### config.mk
export PLATFORM = sky130hd
export DESIGN_NAME = spike_encoder
export DESIGN_NICKNAME = d
export VERILOG_FILES = /design/src/rtl/snn_pkg.sv /design/src/rtl/spike_gen_lane.sv /design/src/rtl/spike_encoder.sv
export SDC_FILE = /design/constraint.sdc
export NUM_CORES = 1
export LEC_CHECK = 0
export CORE_MARGIN = 2
export CORE_UTILIZATION = 40
export CTS_CLUSTER_DIAMETER = 150
export DETAILED_ROUTE_END_ITERATION = 10
export PLACE_DENSITY_LB_ADDON = 0.05
export SETUP_SLACK_MARGIN = 0.3
export SYNTH_ARGS = -nofsm -noshare
export SYNTH_HDL_FRONTEND = slang
export SYNTH_SLANG_ARGS = --single-unit
### constraint.sdc
create_clock -name clk -period 2.3 [get_ports clk]
set_input_delay 0.69 -clock clk [delete_from_list [all_inputs] [get_ports clk]]
set_output_delay 0.69 -clock clk [all_outputs]
set_load 0.05 [all_outputs]
### src/rtl/snn_pkg.sv
//------------------------------------------------------------------------------
// snn_pkg : shared types and constants for the spike encoder front end
// Rev 1.0 : initial release
//------------------------------------------------------------------------------
`default_nettype none

package snn_pkg;

  localparam int          CHANNELS  = 8;
  localparam int          INT_W     = 4;
  // Galois feedback mask for x^32 + x^22 + x^2 + x + 1 (right-shifting form)
  localparam logic [31:0] LFSR_TAPS = 32'h8020_0003;

  typedef logic [INT_W-1:0] intensity_t;

  typedef enum logic [0:0] {
    ST_IDLE = 1'b0,
    ST_RUN  = 1'b1
  } state_e;

endpackage

`default_nettype wire

### src/rtl/spike_gen_lane.sv
//------------------------------------------------------------------------------
// spike_gen_lane : one spike line, accumulator overflow or LFSR comparator
// Rev 1.0 : initial release (build option SPIKE_ENCODER_LFSR_EN)
//------------------------------------------------------------------------------
`default_nettype none

module spike_gen_lane #(
  parameter int INT_W = snn_pkg::INT_W
) (
  input  logic             clk,
  input  logic             reset,
  input  logic [INT_W-1:0] intensity_i,
  input  logic             clear_i,
  input  logic             enable_i,
  input  logic [INT_W-1:0] lfsr_slice_i,
  output logic             spike_o
);

  logic spike_q;

`ifdef SPIKE_ENCODER_LFSR_EN
  logic unused_clear;
  assign unused_clear = clear_i;

  always_ff @(posedge clk or negedge reset) begin
    if (!reset) spike_q <= 1'b0;
    else        spike_q <= enable_i && (intensity_i > lfsr_slice_i);
  end
`else
  logic [INT_W-1:0] acc_q, acc_d, sum;
  logic             carry;
  logic             unused_slice;
  assign unused_slice = ^lfsr_slice_i;

  always_comb begin
    {carry, sum} = {1'b0, acc_q} + {1'b0, intensity_i};
    acc_d        = acc_q;
    // clear wins so a frame swap starts the new pattern from phase zero
    if (clear_i)       acc_d = '0;
    else if (enable_i) acc_d = sum;
  end

  always_ff @(posedge clk or negedge reset) begin
    if (!reset) begin
      acc_q   <= '0;
      spike_q <= 1'b0;
    end else begin
      acc_q   <= acc_d;
      spike_q <= enable_i && carry;
    end
  end
`endif

  assign spike_o = spike_q;

endmodule

`default_nettype wire

### src/rtl/spike_encoder.sv
//------------------------------------------------------------------------------
// spike_encoder : double-buffered rate-coded spike frame generator
// Rev 1.0 : initial release (build option SPIKE_ENCODER_LFSR_EN)
//------------------------------------------------------------------------------
`default_nettype none

module spike_encoder #(
  parameter int          CHANNELS  = snn_pkg::CHANNELS,
  parameter int          INT_W     = snn_pkg::INT_W,
  parameter int          FRAME_LEN = 16,
  parameter logic [31:0] LFSR_SEED = 32'hACE1_0001
) (
  input  logic                clk,
  input  logic                reset,
  input  logic                in_valid,
  output logic                in_ready,
  input  logic [2:0]          in_channel,
  input  logic [INT_W-1:0]    in_intensity,
  input  logic                in_last,
  input  logic                in_learn,
  output logic [CHANNELS-1:0] spikes_out,
  output logic                learn_out,
  output logic                frame_start,
  output logic                busy
);

  import snn_pkg::*;

  localparam int             CNT_W    = (FRAME_LEN > 2) ? $clog2(FRAME_LEN) : 1;
  localparam logic [CNT_W-1:0] CNT_LAST = CNT_W'(FRAME_LEN - 1);

  state_e                         state_q, state_d;
  logic [CNT_W-1:0]               cnt_q, cnt_d;
  logic                           pending_q, pending_d;
  logic [CHANNELS-1:0][INT_W-1:0] shadow_q, shadow_d, active_q;
  logic                           shadow_learn_q, shadow_learn_d, active_learn_q;
  logic                           frame_start_q, learn_q;
  logic                           accept, commit, swap, run, term;
  logic [CHANNELS-1:0]            spikes;

  assign in_ready = !pending_q;
  assign accept   = in_valid && in_ready;
  assign commit   = accept && in_last;
  assign run      = (state_q == ST_RUN);
  assign term     = (cnt_q == CNT_LAST);

  always_comb begin
    shadow_d       = shadow_q;
    shadow_learn_d = shadow_learn_q;
    if (accept) shadow_d[in_channel] = in_intensity;
    if (commit) shadow_learn_d = in_learn;
  end

  // A commit beat on the swap edge is folded straight into the active bank
  always_comb begin
    state_d = state_q;
    swap    = 1'b0;
    unique case (state_q)
      ST_IDLE: begin
        if (pending_q || commit) begin
          state_d = ST_RUN;
          swap    = 1'b1;
        end
      end
      ST_RUN: begin
        if (term) begin
          if (pending_q || commit) swap    = 1'b1;
          else                     state_d = ST_IDLE;
        end
      end
      default: state_d = ST_IDLE;
    endcase

    pending_d = swap ? 1'b0 : (pending_q || commit);

    if (swap)            cnt_d = '0;
    else if (run && !term) cnt_d = cnt_q + 1'b1;
    else                 cnt_d = '0;
  end

  always_ff @(posedge clk or negedge reset) begin
    if (!reset) begin
      state_q        <= ST_IDLE;
      cnt_q          <= '0;
      pending_q      <= 1'b0;
      shadow_q       <= '0;
      shadow_learn_q <= 1'b0;
      active_q       <= '0;
      active_learn_q <= 1'b0;
      frame_start_q  <= 1'b0;
      learn_q        <= 1'b0;
    end else begin
      state_q        <= state_d;
      cnt_q          <= cnt_d;
      pending_q      <= pending_d;
      shadow_q       <= shadow_d;
      shadow_learn_q <= shadow_learn_d;
      if (swap) begin
        active_q       <= shadow_d;
        active_learn_q <= shadow_learn_d;
      end
      frame_start_q  <= run && (cnt_q == '0);
      learn_q        <= run && active_learn_q;
    end
  end

`ifdef SPIKE_ENCODER_LFSR_EN
  logic [31:0] lfsr_q, lfsr_d;
  logic [63:0] lfsr_dbl;

  assign lfsr_d   = {1'b0, lfsr_q[31:1]} ^ (lfsr_q[0] ? LFSR_TAPS : 32'h0);
  assign lfsr_dbl = {lfsr_q, lfsr_q};

  always_ff @(posedge clk or negedge reset) begin
    if (!reset) lfsr_q <= LFSR_SEED;
    else        lfsr_q <= lfsr_d;
  end
`else
  logic unused_seed;
  assign unused_seed = ^LFSR_SEED;
`endif

  for (genvar i = 0; i < CHANNELS; i++) begin : g_lane
    logic [INT_W-1:0] slice;
`ifdef SPIKE_ENCODER_LFSR_EN
    // doubled word lets a slice run past bit 31 and wrap
    assign slice = lfsr_dbl[((4 * i) % 32) +: INT_W];
`else
    assign slice = '0;
`endif
    spike_gen_lane #(
      .INT_W (INT_W)
    ) u_lane (
      .clk          (clk),
      .reset        (reset),
      .intensity_i  (active_q[i]),
      .clear_i      (swap),
      .enable_i     (run),
      .lfsr_slice_i (slice),
      .spike_o      (spikes[i])
    );
  end

  assign spikes_out  = spikes;
  assign learn_out   = learn_q;
  assign frame_start = frame_start_q;
  assign busy        = run;

endmodule

`default_nettype wire

==> results of run 1 <==
-- state kept, by name, summed over array words and instances (netlist names) --
register / cells
frame_start: 1
g_lane.u_lane.acc_q: 32
g_lane.u_lane.spike_o: 8
learn_out: 1
shadow_learn_q: 1
active_q: 32
busy: 1
shadow_q: 32
active_learn_q: 1
pending_q: 1
cnt_q: 4
-- final cells by class --
cell class	count	area share, %
flip-flops and latches	114	43.4
inverters	27	1.54
clock buffers	24	7.17
well taps	176	3.35
repair buffers	49	7.17
clock inverters	7	0.913
multi-input cells	283	36.4
-- timing repair --
action / in CTS / in global routing
pin swaps: 2 / 0
gates cloned: 0 / 0
endpoints found under the setup margin: 42 / 23
hold buffers: 0 / 0
endpoints found under the hold margin: 0 / 0
resized for setup: 12 / 4
-- cells in the final DEF, fill, tap and decap left out, drive strengths merged, types with 8 or more instances in the layout --
cell type / Yosys / final
a21oi: 10 / 10
clkbuf: 9 / 24
buf: 14 / 29
ha: 34 / 34
nor2b: 8 / 8
dlygate4sd2: 0 / 11
o22ai: 32 / 32
o21a: 16 / 16
a21o: 8 / 8
nand2b: 9 / 9
fa: 8 / 8
inv: 27 / 27
xnor2: 8 / 8
mux2: 66 / 66
nand2: 53 / 53
dfrtp: 114 / 114
xor2: 10 / 10
-- metal layers --
layer  global-route usage [%]  vias up  part of all wire, %
met2                     27.2       28                   50
met1                     21.8     1670                   47
met4                     5.89        0                  1.1
li1                         -     1633                    -
met3                     4.86       12                  2.6
met5                        0        -                    0
-- logic make-up after synthesis --
group / after synthesis / synth area share, %
xor+xnor: 18 / 2.89
simple gates: 90 / 8.22
flops: 114 / 52.3
fa+ha+maj: 42 / 10.7
mux: 66 / 13.6
compound gates: 67 / 8.12
buf+inv: 50 / 4.06
-- cell usage after synthesis (all sizes together) --
cell	instances
dfrtp	114
and2b	1
clkbuf	9
nand2	53
a21oi	10
and2	2
ha	34
xnor2	8
mux2	66
nor3b	3
nand3b	3
buf	14
a21o	8
inv	27
nand2b	9
xor2	10
nor2b	8
o21ai	1
o22ai	32
nor2	6
and3	1
o21a	16
fa	8
nand3	3
nor3	1
-- stage by stage --
| step | power (uW) | setup TNS, ns | hold slack, ns |
|---|---|---|---|
| finish | 9230 | 0 | 0.125 |
| global route | 10000 | 0 | 0.118 |
| CTS | 9370 | 0 | 0.113 |
| detailed placement | 6970 | -6.59 | 0.470 |
| global placement | 6830 | -6.07 | 0.461 |
| floorplan | 6070 | 0 | 0.394 |
-- power breakdown --
part	leakage [uW]	switching, uW	internal (uW)
logic	0.00144	1750	1820
clock network	0.000267	847	1520
registers	0.00143	419	2880
-- worst max-delay path by stage --
stage                                  start       endpoint  slack [ns]  cells past startpoint
global placement               in_channel[2]   active_q[27]       -0.24                      6
detailed placement             in_channel[2]   active_q[27]       -0.26                      6
floorplan                      in_channel[2]   active_q[24]        0.41                      4
global route        g_lane[0].u_lane.spike_o  spikes_out[0]        0.30                      1
CTS                            in_channel[0]   active_q[13]        0.31                      5
finish              g_lane[5].u_lane.spike_o  spikes_out[5]        0.35                      1
==> impl_metrics.env, run 1 <==
export IMPL_status="finished, final reports clean"
export IMPL_first_global_vias=3511
export IMPL_wl_per_cell_um=15.9
export IMPL_fp_dieW_um=121
export IMPL_timing_rr_end="active_q[27]"
export IMPL_arrival_ns=1.26
export IMPL_end_kind="primary output"
export IMPL_firstDrtPassIters=4
export IMPL_synth_cell_types=30
export IMPL_final_area_um2=6580
export IMPL_n_fill_cell=1212
export IMPL_fp_dieH_um=121
export IMPL_regArea_um2=2850
export IMPL_fmax_mhz=512
export IMPL_post_route_period_util_pct=85.0
export IMPL_reg2reg_from="pending_q"
export IMPL_ys_ff_latch=114
export IMPL_path_delay_family="buffers and inverters"
export IMPL_grt_first_pass_wirelength_um=18500
export IMPL_clk_latency_ns=0.41
export IMPL_layout_cells_non_filler=680
export IMPL_post_place_ws_ns=-0.263
export IMPL_cts_setup_buffers=0
export IMPL_gr_total_overflow=0
export IMPL_power_density_nw_per_um2=1400
export IMPL_crit_slowest_cell="dlygate4sd2_1"
export IMPL_grt_usage_pct=16.9
export IMPL_crit_path_max_fanout=1
export IMPL_ys_top_cells_by_area="dfrtp_1, mux2_2, ha_1"
export IMPL_pin_count=24
export IMPL_synth_warnings=0
export IMPL_drt_initial_drc_count=100
export IMPL_worst_setup_path_type="flip-flop to primary output"
export IMPL_yosysTopAreaCellShare_pct=52.3
export IMPL_antenna_found_initial=0
export IMPL_grt_max_degree=54
export IMPL_synth_fp_nets=501
export IMPL_syn_cell_area_um2=5450
export IMPL_cp_buffers_inverters=1
export IMPL_cts_buffer_depth=2
export IMPL_r2r_slack_ns=0.44
export IMPL_rsz0062_at_grt="false"
export IMPL_cts_num_sinks=114
export IMPL_yosysTopAreaCell="dfrtp_1"
export IMPL_cellLeakagePower_uw=0.00314
export IMPL_maxCapViolations=0
export IMPL_via_count=3343
export IMPL_diodes=0
export IMPL_skew_ns=0.00764
export IMPL_cts_tree="yes"
export IMPL_ir_drop_mv=0.722
export IMPL_period_needed_ns=1.95
export IMPL_hold_violations=0
export IMPL_slowest_delay_ns=0.52
export IMPL_core_um2=13300
export IMPL_die_area_um2=14600
export IMPL_hpwl_um=7110
export IMPL_post_route_util_pct=49.5
export IMPL_dpl_cell_count=649
export IMPL_min_path_type="input pin to asynchronous set/reset pin"
export IMPL_row_count=42
export IMPL_place_gp_congestion=0.733
export IMPL_relSlewSlack_pct=66.8
export IMPL_drt_total_wl_um=10800
export IMPL_vias_per_cell=4.92
export IMPL_port_buffers=23
export IMPL_rr_worst_depth=5
export IMPL_drive_gt1_share_pct=25.8
export IMPL_clockRootBuffer="clkbuf_16"
export IMPL_path_cells="dlygate4sd2_1"
export IMPL_dpl_cell_area_um2=6050
export IMPL_clkSlewWorstSetupHoldPaths_ns=0.05
export IMPL_ant_nets=0
export IMPL_cts_made_buffers=17
export IMPL_cp_start_kind="flip-flop"
export IMPL_syn_avg_cell_area_um2=12.2
export IMPL_yosysSeqAreaShare_pct=52.3
export IMPL_remaining_drc_errors=0
export IMPL_htree_levels=4
export IMPL_worst_pin_slew_ns=0.500
export IMPL_worst_endpoint_required_ns=1.61
export IMPL_multiInputGateArea_um2=2400
export IMPL_nets=546
export IMPL_finalSetupViolCount=0
export IMPL_start_util_pct=41.0
export IMPL_report_final_slew_viol_count=0
export IMPL_syn_instance_count=447
export IMPL_layout_setup_ws_ns=0.345
export IMPL_area_delta_synth_final_pct=20.6
(Power assumes the default switching activity.)
==> inputs of run 2 (changes only) <==
==> constraint.sdc (replaced) <==
create_clock -name clk -period 1.7 [get_ports clk]
set_input_delay 0.51 -clock clk [delete_from_list [all_inputs] [get_ports clk]]
set_output_delay 0.51 -clock clk [all_outputs]
set_load 0.05 [all_outputs]
==> run 2 against run 1 <==
Compared with the run above: the flow now finishes with violations (setup timing); critical endpoint is now active_q[27]; hold slack improved by 0.36 ns; highest routed layer unchanged; clock-buffer cell count shrank 7; largest power group unchanged; final cell count is 5.7% higher; register-to-register slack got worse by 0.50 ns.
==> impl_metrics.env, run 2 (synthesis gave the netlist of run 1 again) <==
export IMPL_status="complete, but fails checks"
export IMPL_violations="setup timing"
export IMPL_antenna_found_initial=0
export IMPL_remaining_drc_errors=0
export IMPL_switchingPower_uw=4860
export IMPL_via_count=3560
export IMPL_hold_violations=0
export IMPL_post_route_period_util_pct=104
export IMPL_first_global_vias=3866
export IMPL_clockRootBuffer="clkbuf_16"
export IMPL_diodes=0
export IMPL_crit_slowest_cell="dfrtp_2"
export IMPL_layout_cells_non_filler=719
export IMPL_pwr_share_seq_pct=30.7
export IMPL_path_cells="nand3b_1, nor3b_2, buf_4, mux2_4, mux2_4"
export IMPL_crit_path_max_fanout=4
export IMPL_drive_gt1_share_pct=45.1
export IMPL_cp_buffers_inverters=1
export IMPL_worst_endpoint_required_ns=1.99
export IMPL_grt_usage_pct=18.9
export IMPL_setup_tns_ns=-0.721
export IMPL_area_delta_synth_final_pct=42.3
export IMPL_fmax_mhz=567
export IMPL_end_kind="flip-flop"
export IMPL_cts_buffer_depth=2
export IMPL_core_um2=13300
export IMPL_sw_frac_of_total_pct=32.5
export IMPL_nets=584
export IMPL_rr_worst_depth=5
export IMPL_pin_count=24
export IMPL_fp_dieW_um=121
export IMPL_min_path_type="flip-flop to flip-flop"
export IMPL_cts_num_sinks=114
export IMPL_cellLeakagePower_uw=0.00363
export IMPL_dpl_cell_count=655
export IMPL_start_util_pct=41.0
export IMPL_combinationalPowerShare_pct=46.5
export IMPL_place_gp_congestion=0.751
export IMPL_htree_levels=4
export IMPL_worstHoldPathCells=1
export IMPL_cts_made_buffers=17
export IMPL_ant_nets=0
export IMPL_maxCapViolations=0
export IMPL_power_density_nw_per_um2=1930
export IMPL_grt_first_pass_wirelength_um=20800
export IMPL_die_area_um2=14600
export IMPL_grt_max_degree=34
export IMPL_report_final_slew_viol_count=0
export IMPL_slowest_delay_ns=0.43
export IMPL_total_power_uw=15000
export IMPL_clkSlewWorstSetupHoldPaths_ns=0.05
export IMPL_path_depth=5
export IMPL_port_buffers=23
export IMPL_n_fill_cell=1066
export IMPL_hpwl_um=7640
export IMPL_layout_setup_ws_ns=-0.0641
export IMPL_worst_setup_path_type="flip-flop to flip-flop"
export IMPL_ir_drop_mv=1.11
export IMPL_wl_per_cell_um=17.4
export IMPL_vias_per_cell=4.95
export IMPL_drt_initial_drc_count=155
export IMPL_relSlewSlack_pct=79.4
export IMPL_final_common_cell="dfrtp_1"
export IMPL_cts_tree="yes"
export IMPL_period_needed_ns=1.76
export IMPL_top_regs="active_q x32, g_lane.u_lane.acc_q x32, shadow_q x32"
export IMPL_gr_total_overflow=0
export IMPL_layout_common_cells="dfrtp_1, mux2_4, nand2_1"
export IMPL_holdWs_ns=0.487
export IMPL_fp_dieH_um=121
export IMPL_clkPwrFrac_pct=22.7
export IMPL_clk_latency_ns=0.41
export IMPL_firstDrtPassIters=4
export IMPL_rsz0062_at_grt="true"
export IMPL_drt_total_wl_um=12500
export IMPL_arrival_ns=2.05
export IMPL_post_place_ws_ns=-0.639
export IMPL_worst_pin_slew_ns=0.309
export IMPL_finalSetupViolCount=18
export IMPL_cp_start_kind="flip-flop"
export IMPL_p_int_uw=10100
export IMPL_row_count=42
export IMPL_path_delay_family="multiplexers"
export IMPL_crit_top_cell="mux2_4"
export IMPL_skew_ns=0.00597
run 2: changes by cell type in the layout (fill, tap and decap cells not counted), moves of 9 or more:
cell / change
buf_12: +14
inv_2: +9
o22ai_1: -23
buf_4: +11
mux2_2: -65
inv_1: -9
buf_6: +17
o22ai_2: +22
ha_1: -10
mux2_4: +65
run 2: through the flow:
stage | area, um^2 | util, %
final | 7760 | 58.4
after global routing | 7760 | 58.4
after CTS | 7520 | 56.5
after detailed placement | 6300 | 47.4
after global placement | 6300 | 47.4
after floorplan | 5570 | -
run 2: layer usage:
layer  track usage, %  share of wire, %
met1             26.3                49
met2             29.4                47
met3             4.53               2.9
met4             5.67               1.3
met5                0                 0
run 2: repair_timing:
item | in CTS | in global routing
hold buffers | 1 | 0
setup buffers | 16 | 11
cloned | 2 | 2
resized for setup | 113 | 31
hold endpoints to repair | 12 | 0
pin swaps | 14 | 14
setup endpoints to repair | 116 | 122
run 2: worst paths after layout:
kind                           startpoint                        end  slack (ns)
max in group asynchronous           reset                       busy        0.65
min in group asynchronous           reset  g_lane[1].u_lane.acc_q[1]        0.54
setup / recovery                pending_q               active_q[27]       -0.06
hold reg to reg            active_learn_q                  learn_out        0.49
hold / removal             active_learn_q                  learn_out        0.49
setup reg to reg                pending_q               active_q[27]       -0.06
run 2: power by group through the flow:
stage / sequential, uW / combinational [uW] / clock, uW
floorplan: 4450 / 3950 / 0
global placement: 4560 / 5070 / 0
detailed placement: 4600 / 5260 / 0
CTS: 4590 / 6520 / 3470
global route: 4740 / 7670 / 3600
finish: 4600 / 6970 / 3410
run 2: final cells by class:
class                           count  area (um^2)  area share, %
Timing Repair Buffer               87         1060           13.6
Tap cell                          176          220           2.84
Clock inverter                     15          144           1.85
Sequential cell                   114         2860           36.8
Inverter                           27          101           1.31
Multi-Input combinational cell    283         2950           38.1
Clock buffer                       17          425           5.48
